`config.mk`:
```
export PLATFORM = sky130hd
export DESIGN_NAME = rx_logic
export DESIGN_NICKNAME = d
export VERILOG_FILES = /design/src/rtl/noc_defs_pkg.sv /design/src/rtl/rr_arbiter.sv /design/src/rtl/rx_logic.sv
export SDC_FILE = /design/constraint.sdc
export NUM_CORES = 1
export LEC_CHECK = 0
export CORE_MARGIN = 1
export CORE_UTILIZATION = 55
export CTS_CLUSTER_SIZE = 40
export DETAILED_ROUTE_END_ITERATION = 12
export MAX_ROUTING_LAYER = met4
export PLACE_DENSITY = 0.87
export SLEW_MARGIN = 20
export SYNTH_ARGS = -nofsm -noshare
export SYNTH_HDL_FRONTEND = slang
export SYNTH_SLANG_ARGS = --single-unit
```
`constraint.sdc`:
```
create_clock -name clk -period 7 [get_ports clk]
set_input_delay 1.4 -clock clk [delete_from_list [all_inputs] [get_ports clk]]
set_output_delay 1.4 -clock clk [all_outputs]
set_load 0.05 [all_outputs]
```
`src/rtl/noc_defs_pkg.sv`:
```
// Shared router-node definitions: default flit/port/counter sizes and flit packing helper.
// Used by both the rx collector and the tx dispatcher.
package noc_defs_pkg;

  localparam int unsigned DefSize      = 8;
  localparam int unsigned DefPortCount = 5;
  localparam int unsigned DefCountBits = 16;

  // LSB position of a port's flit inside a packed multi-port data bus.
  function automatic int unsigned flit_lsb(int unsigned port, int unsigned size);
    return port * size;
  endfunction

endpackage

```
`src/rtl/rr_arbiter.sv`:
```
// Combinational round-robin arbiter: first pending port at or after rr_ptr_i, wrapping.
// The pointer register itself lives in the caller.
module rr_arbiter #(
  parameter int unsigned PORT_COUNT = 5,
  parameter int unsigned PTR_W      = 3
) (
  input  logic [PORT_COUNT-1:0] pending_i,
  input  logic [PTR_W-1:0]      rr_ptr_i,
  input  logic                  enable_i,
  output logic [PORT_COUNT-1:0] grant_o,
  output logic [PTR_W-1:0]      sel_o,
  output logic                  valid_o
);

  int unsigned idx;
  logic        found;

  always_comb begin
    grant_o = '0;
    sel_o   = '0;
    found   = 1'b0;
    idx     = 0;
    for (int unsigned i = 0; i < PORT_COUNT; i++) begin
      idx = int'(rr_ptr_i) + i;
      if (idx >= PORT_COUNT) idx = idx - PORT_COUNT;
      if (enable_i && !found && pending_i[idx]) begin
        found        = 1'b1;
        sel_o        = PTR_W'(idx);
        grant_o[idx] = 1'b1;
      end
    end
    valid_o = found;
  end

endmodule

```
`src/rtl/rx_logic.sv`:
```
// Receive-side collector: 2-phase req/ack per port, round-robin into a one-entry output register.
// Define RX_LOGIC_DEBUG_EN to print accept/write trace messages.
module rx_logic
  import noc_defs_pkg::*;
#(
  parameter int          ID         = -1,
  parameter int unsigned SIZE       = DefSize,
  parameter int unsigned PORT_COUNT = DefPortCount,
  parameter int unsigned COUNT_BITS = DefCountBits
) (
  input  logic                       clk,
  input  logic                       reset,
  input  logic [PORT_COUNT-1:0]      fifo_push_req,
  output logic [PORT_COUNT-1:0]      fifo_push_ack,
  input  logic [PORT_COUNT*SIZE-1:0] fifo_push_data,
  output logic                       fifo_write,
  input  logic                       fifo_full,
  output logic [SIZE-1:0]            fifo_item_in,
  output logic [COUNT_BITS-1:0]      flit_count
);

  localparam int unsigned PtrW = (PORT_COUNT > 1) ? $clog2(PORT_COUNT) : 1;

  logic [PORT_COUNT-1:0] ack_q, ack_d;
  logic                  valid_q, valid_d;
  logic [SIZE-1:0]       data_q, data_d;
  logic [PtrW-1:0]       ptr_q, ptr_d;
  logic [COUNT_BITS-1:0] cnt_q, cnt_d;

  logic [PORT_COUNT-1:0] pending;
  logic [PORT_COUNT-1:0] grant;
  logic [PtrW-1:0]       sel;
  logic                  accept;
  logic                  load;
  logic [SIZE-1:0]       flit_sel;

  assign pending    = fifo_push_req ^ ack_q;
  assign fifo_write = valid_q & ~fifo_full;
  assign load       = ~valid_q | fifo_write;
  assign flit_sel   = fifo_push_data[flit_lsb(int'(sel), SIZE) +: SIZE];

  rr_arbiter #(
    .PORT_COUNT(PORT_COUNT),
    .PTR_W     (PtrW)
  ) u_arb (
    .pending_i(pending),
    .rr_ptr_i (ptr_q),
    .enable_i (load),
    .grant_o  (grant),
    .sel_o    (sel),
    .valid_o  (accept)
  );

  always_comb begin
    ack_d   = ack_q;
    data_d  = data_q;
    ptr_d   = ptr_q;
    cnt_d   = cnt_q;
    valid_d = valid_q & ~fifo_write;
    if (fifo_write) cnt_d = cnt_q + COUNT_BITS'(1);
    // A write and a new accept on the same edge simply replace the register.
    if (accept) begin
      data_d  = flit_sel;
      valid_d = 1'b1;
      ack_d   = ack_q ^ grant;
      ptr_d   = (sel == PtrW'(PORT_COUNT - 1)) ? '0 : sel + PtrW'(1);
    end
  end

  always_ff @(posedge clk) begin
    if (reset) begin
      ack_q   <= '0;
      valid_q <= 1'b0;
      data_q  <= '0;
      ptr_q   <= '0;
      cnt_q   <= '0;
    end else begin
      ack_q   <= ack_d;
      valid_q <= valid_d;
      data_q  <= data_d;
      ptr_q   <= ptr_d;
      cnt_q   <= cnt_d;
    end
  end

  assign fifo_push_ack = ack_q;
  assign fifo_item_in  = data_q;
  assign flit_count    = cnt_q;

`ifdef RX_LOGIC_DEBUG_EN
  always_ff @(posedge clk) begin
    if (!reset) begin
      if (accept) begin
        $display("%0t, RX_LOGIC [%0d] : accepted %h from port %0d", $time, ID, flit_sel, sel);
      end
      if (fifo_write) begin
        $display("%0t, RX_LOGIC [%0d] : wrote %h to fifo", $time, ID, data_q);
      end
    end
  end
`endif

endmodule

```
==> metrics.md <==
| Metric | Value |
|---|---|
| Setup repair after global routing missed its margin | false |
| Synthesis-stage register bit count | 33 |
| Worst min path class | reg -> reg |
| Fill cell instance count of the final layout | 436 |
| Total nets after synthesis | 474 |
| Via count normalized by instance count | 6.45 |
| Cell area after synthesis | 0.00331 mm^2 |
| Post-CTS Resized | 0 |
| I/O Pins | 78 |
| Largest buffer count on any clock path | 2 |
| Site row count | 27 |
| Seq/Total Area, Yosys | 0.200 |
| Quantity of hold-fixing buffers added after cts | 0 |
| Max Clk Rate | 194 MHz |
| Normalized max-slew margin | 0.365 |
| Int Pwr | 1.10 mW |
| Drt total wl | 10.3 mm |
| Avg WL per Cell | 18.9 um |
| Minimum clock period | 5.16 ns |
| Type of the worst setup path | reg -> reg |
| Fraction of layout cells with a size suffix above 1 | 0.0867 |
| Sort of element at the end of the critical path | flip-flop |
| Number of hold-slack violations in the final timing report | 0 |
| Cell at the root of the clock tree | clkbuf_8 |
| Number of optimization iterations in the first detailed-route pass | 8 |
| Asr flop ratio synth | 0 |
| Maximum cell stage delay along the critical path | 0.83 ns |
| Mean instance size in the synthesized netlist | 8.15 um^2 |
| Clock transition at the registers of the reported paths | 0.07 ns |
| Number of global-route vias before repair | 3376 |
| Floorplan die area | 0.00633 mm^2 |
| Post-synth EDFFs | 0 |
| Worst path bufs/invs | 3 |
| Largest net degree at the start of global routing | 30 |
| # Max-Cap Violations | 0 |
| Period Utilization, post-route | 0.737 |
| Post-CTS setup repair buffer count | 0 |
| Slowest library cell on the worst path | ha_1 |
| Area added between synthesis and finish | 26.8% |
| Post-route antenna net violation count | 0 |
| Global-route wire length before repair | 16.3 mm |
| Number of instances in the synthesized netlist | 406 |
| Via Count | 3513 |
| CP Data Arrival Time | 5.36 ns |
| Count of yosys warnings during synthesis | 0 |
| Proportion of power drawn by flip-flops and latches | 0.115 |
| Startpoint type of the worst setup path | flip-flop |
| Nets@finish | 540 |
| Worst path most repeated cell | inv_1 |
| Sw Share | 0.559 |
| Number of antenna violations at the first check in global routing | 0 |
| Leakage power | 1.61 nW |
| Number of buffers created by CTS | 5 |
| Cell area power density | 594 mW/mm^2 |
| Register area | 661 um^2 |
| Die height | 79.5 um |
| Net switching power of the design | 1.39 mW |
| CP delay by family, top | compound AO/OA/AOI/OAI gates |
| Residual DRC count | 0 |
| Hpwl dp | 7.95 mm |
| Initial drt markers | 377 |
| Count of cell types in the netlist | 75 |
| Critical-path cell list | inv_1 -> ha_1 -> inv_1 -> a221oi_2 -> o21ai_1 -> a31oi_4 -> nand4_4 -> o211ai_1 -> o21a_1 -> inv_1 -> ha_1 -> o21ai_0 -> a21oi_1 -> nor3_1 |
| Clock latency at the later pin of the worst-skew pair | 0.28 ns |
| Gate power share | 0.810 |
| Status | completed |
| Largest fanout of any net on the critical path | 19 |
| Final setup TNS | 0 ns |
| Ant diodes | 0 |
| Global-route usage over all layers | 0.341 |
| Post-route worst hold slack | 0.519 ns |
| Initial cell density of the core | 0.586 |
| IO buf count | 77 |
| Actual slew at the worst max-slew pin | 0.952 ns |
| Required time at the worst-slack endpoint | 7.20 ns |
| Combined area of the multi-input logic cells | 0.00246 mm^2 |
| Clock sink count | 33 |
| IR Drop Worst-Case VDD | 0.000420 V |
| Max H-tree Level | 2 |
| Number of max-slew violations in the final report | 0 |
| Routability cong. | 0.997 |
| Clock tree from TritonCTS | done |
| Area of the core region | 0.00564 mm^2 |
| Die width | 79.5 um |
| Final setup violation count | 0 |
| Fraction of power consumed by the clock network | 0.075 |
| Fin Clk Skew | 0.00797 ns |
| Top FF cell, synth | dfxtp_1 |
| Aggregate global routing overflow | 0 |
## layer usage
layer  up-vias  part of all wire  global-route usage
li1       1635                 -                   -
met1      1611              0.42               0.424
met2       222              0.45               0.534
met3        45             0.083              0.0594
met4         0             0.040               0.162
met5         -                 0                   -
## worst min-delay path, cell delays in order, from the launching register on
cell	delay [ns]
dfxtp_1	0.35
xor2_1	0.07
nor2_1	0.07
## cell type report
class                      instances  area share
multi-input combinational        332       0.586
timing repair buffer              80       0.189
sequential                        33       0.158
tap                               72      0.0215
clock buffer                       7      0.0206
inverter                          20      0.0179
clock inverter                     1     0.00716
## cells in the mapped netlist (7+ instances only)
master	count	area, um^2
ha_1	19	238
dfxtp_1	33	661
and3_1	8	50.1
xnor2_1	16	140
nor3_1	11	55.1
o221ai_1	11	96.3
buf_2	7	35.0
nor2b_1	8	50.1
o21ai_1	7	35.0
nand3_1	13	65.1
nand2_1	27	101
o21ai_0	10	50.1
inv_1	17	63.8
clkbuf_1	8	30.0
mux2i_1	22	220
a21oi_1	20	100
xor2_1	17	149
nor4_1	7	43.8
a221oi_2	11	165
nor2_1	42	158
## sequential cells by signal (all words and copies together), names as in the netlist
name and flops:
ptr_q 3, flit_count 16, fifo_push_ack 5, fifo_item_in 8
valid_q 1
## cell families after synthesis
group	synth area share
adders and majority gates	0.0779
DFF	0.200
muxes	0.0847
and+or+nand+nor	0.233
AOI/OAI and AO/OA	0.260
buffers and inverters	0.0571
xor gates and xnor gates	0.0874
## through the flow
stage          setup WS (ns)  utilization  instances  total power, mW  instance area [um^2]
3_3_place_gp            1.81        0.723        537             2.22                  4080
5_1_grt                 1.40        0.743        545             2.65                  4190
3_5_place_dp            1.74        0.723        537             2.25                  4080
4_1_cts                 1.97        0.743        545             2.45                  4190
6_report                1.84        0.743        545             2.49                  4190
2_1_floorplan           2.87            -        406             1.86                  3310
## power groups by stage
stage / clock [mW] / sequential, mW / combinational, mW
after CTS: 0.188 / 0.285 / 1.98
after global routing: 0.197 / 0.293 / 2.16
after detailed placement: 0 / 0.288 / 1.97
final: 0.186 / 0.286 / 2.02
after global placement: 0 / 0.285 / 1.93
after floorplan: 0 / 0.384 / 1.48
## path summary, 6_finish.rpt
check / startpoint / cells after the start / slack [ns] / to
worst max-delay path: ptr_q[1] / 14 / 1.84 / ptr_q[2]
worst max register to register: ptr_q[1] / 14 / 1.84 / ptr_q[2]
worst min register to register: flit_count[15] / 2 / 0.52 / flit_count[15]
worst min-delay path: flit_count[15] / 2 / 0.52 / flit_count[15]
## layout by cell type (no fill, tap or decap), types with 8 or more instances in the layout
master,instances
nand3_1,13
nor2b_1,8
ha_1,19
a221oi_2,11
nand2_1,27
dfxtp_1,33
inv_1,17
nor3_1,11
nor2_1,42
clkdlybuf4s50_1,77
xnor2_1,16
o21ai_0,10
a21oi_1,20
o221ai_1,11
xor2_1,17
and3_1,8
mux2i_1,22
No activity file was read; power rests on OpenSTA's default activity.
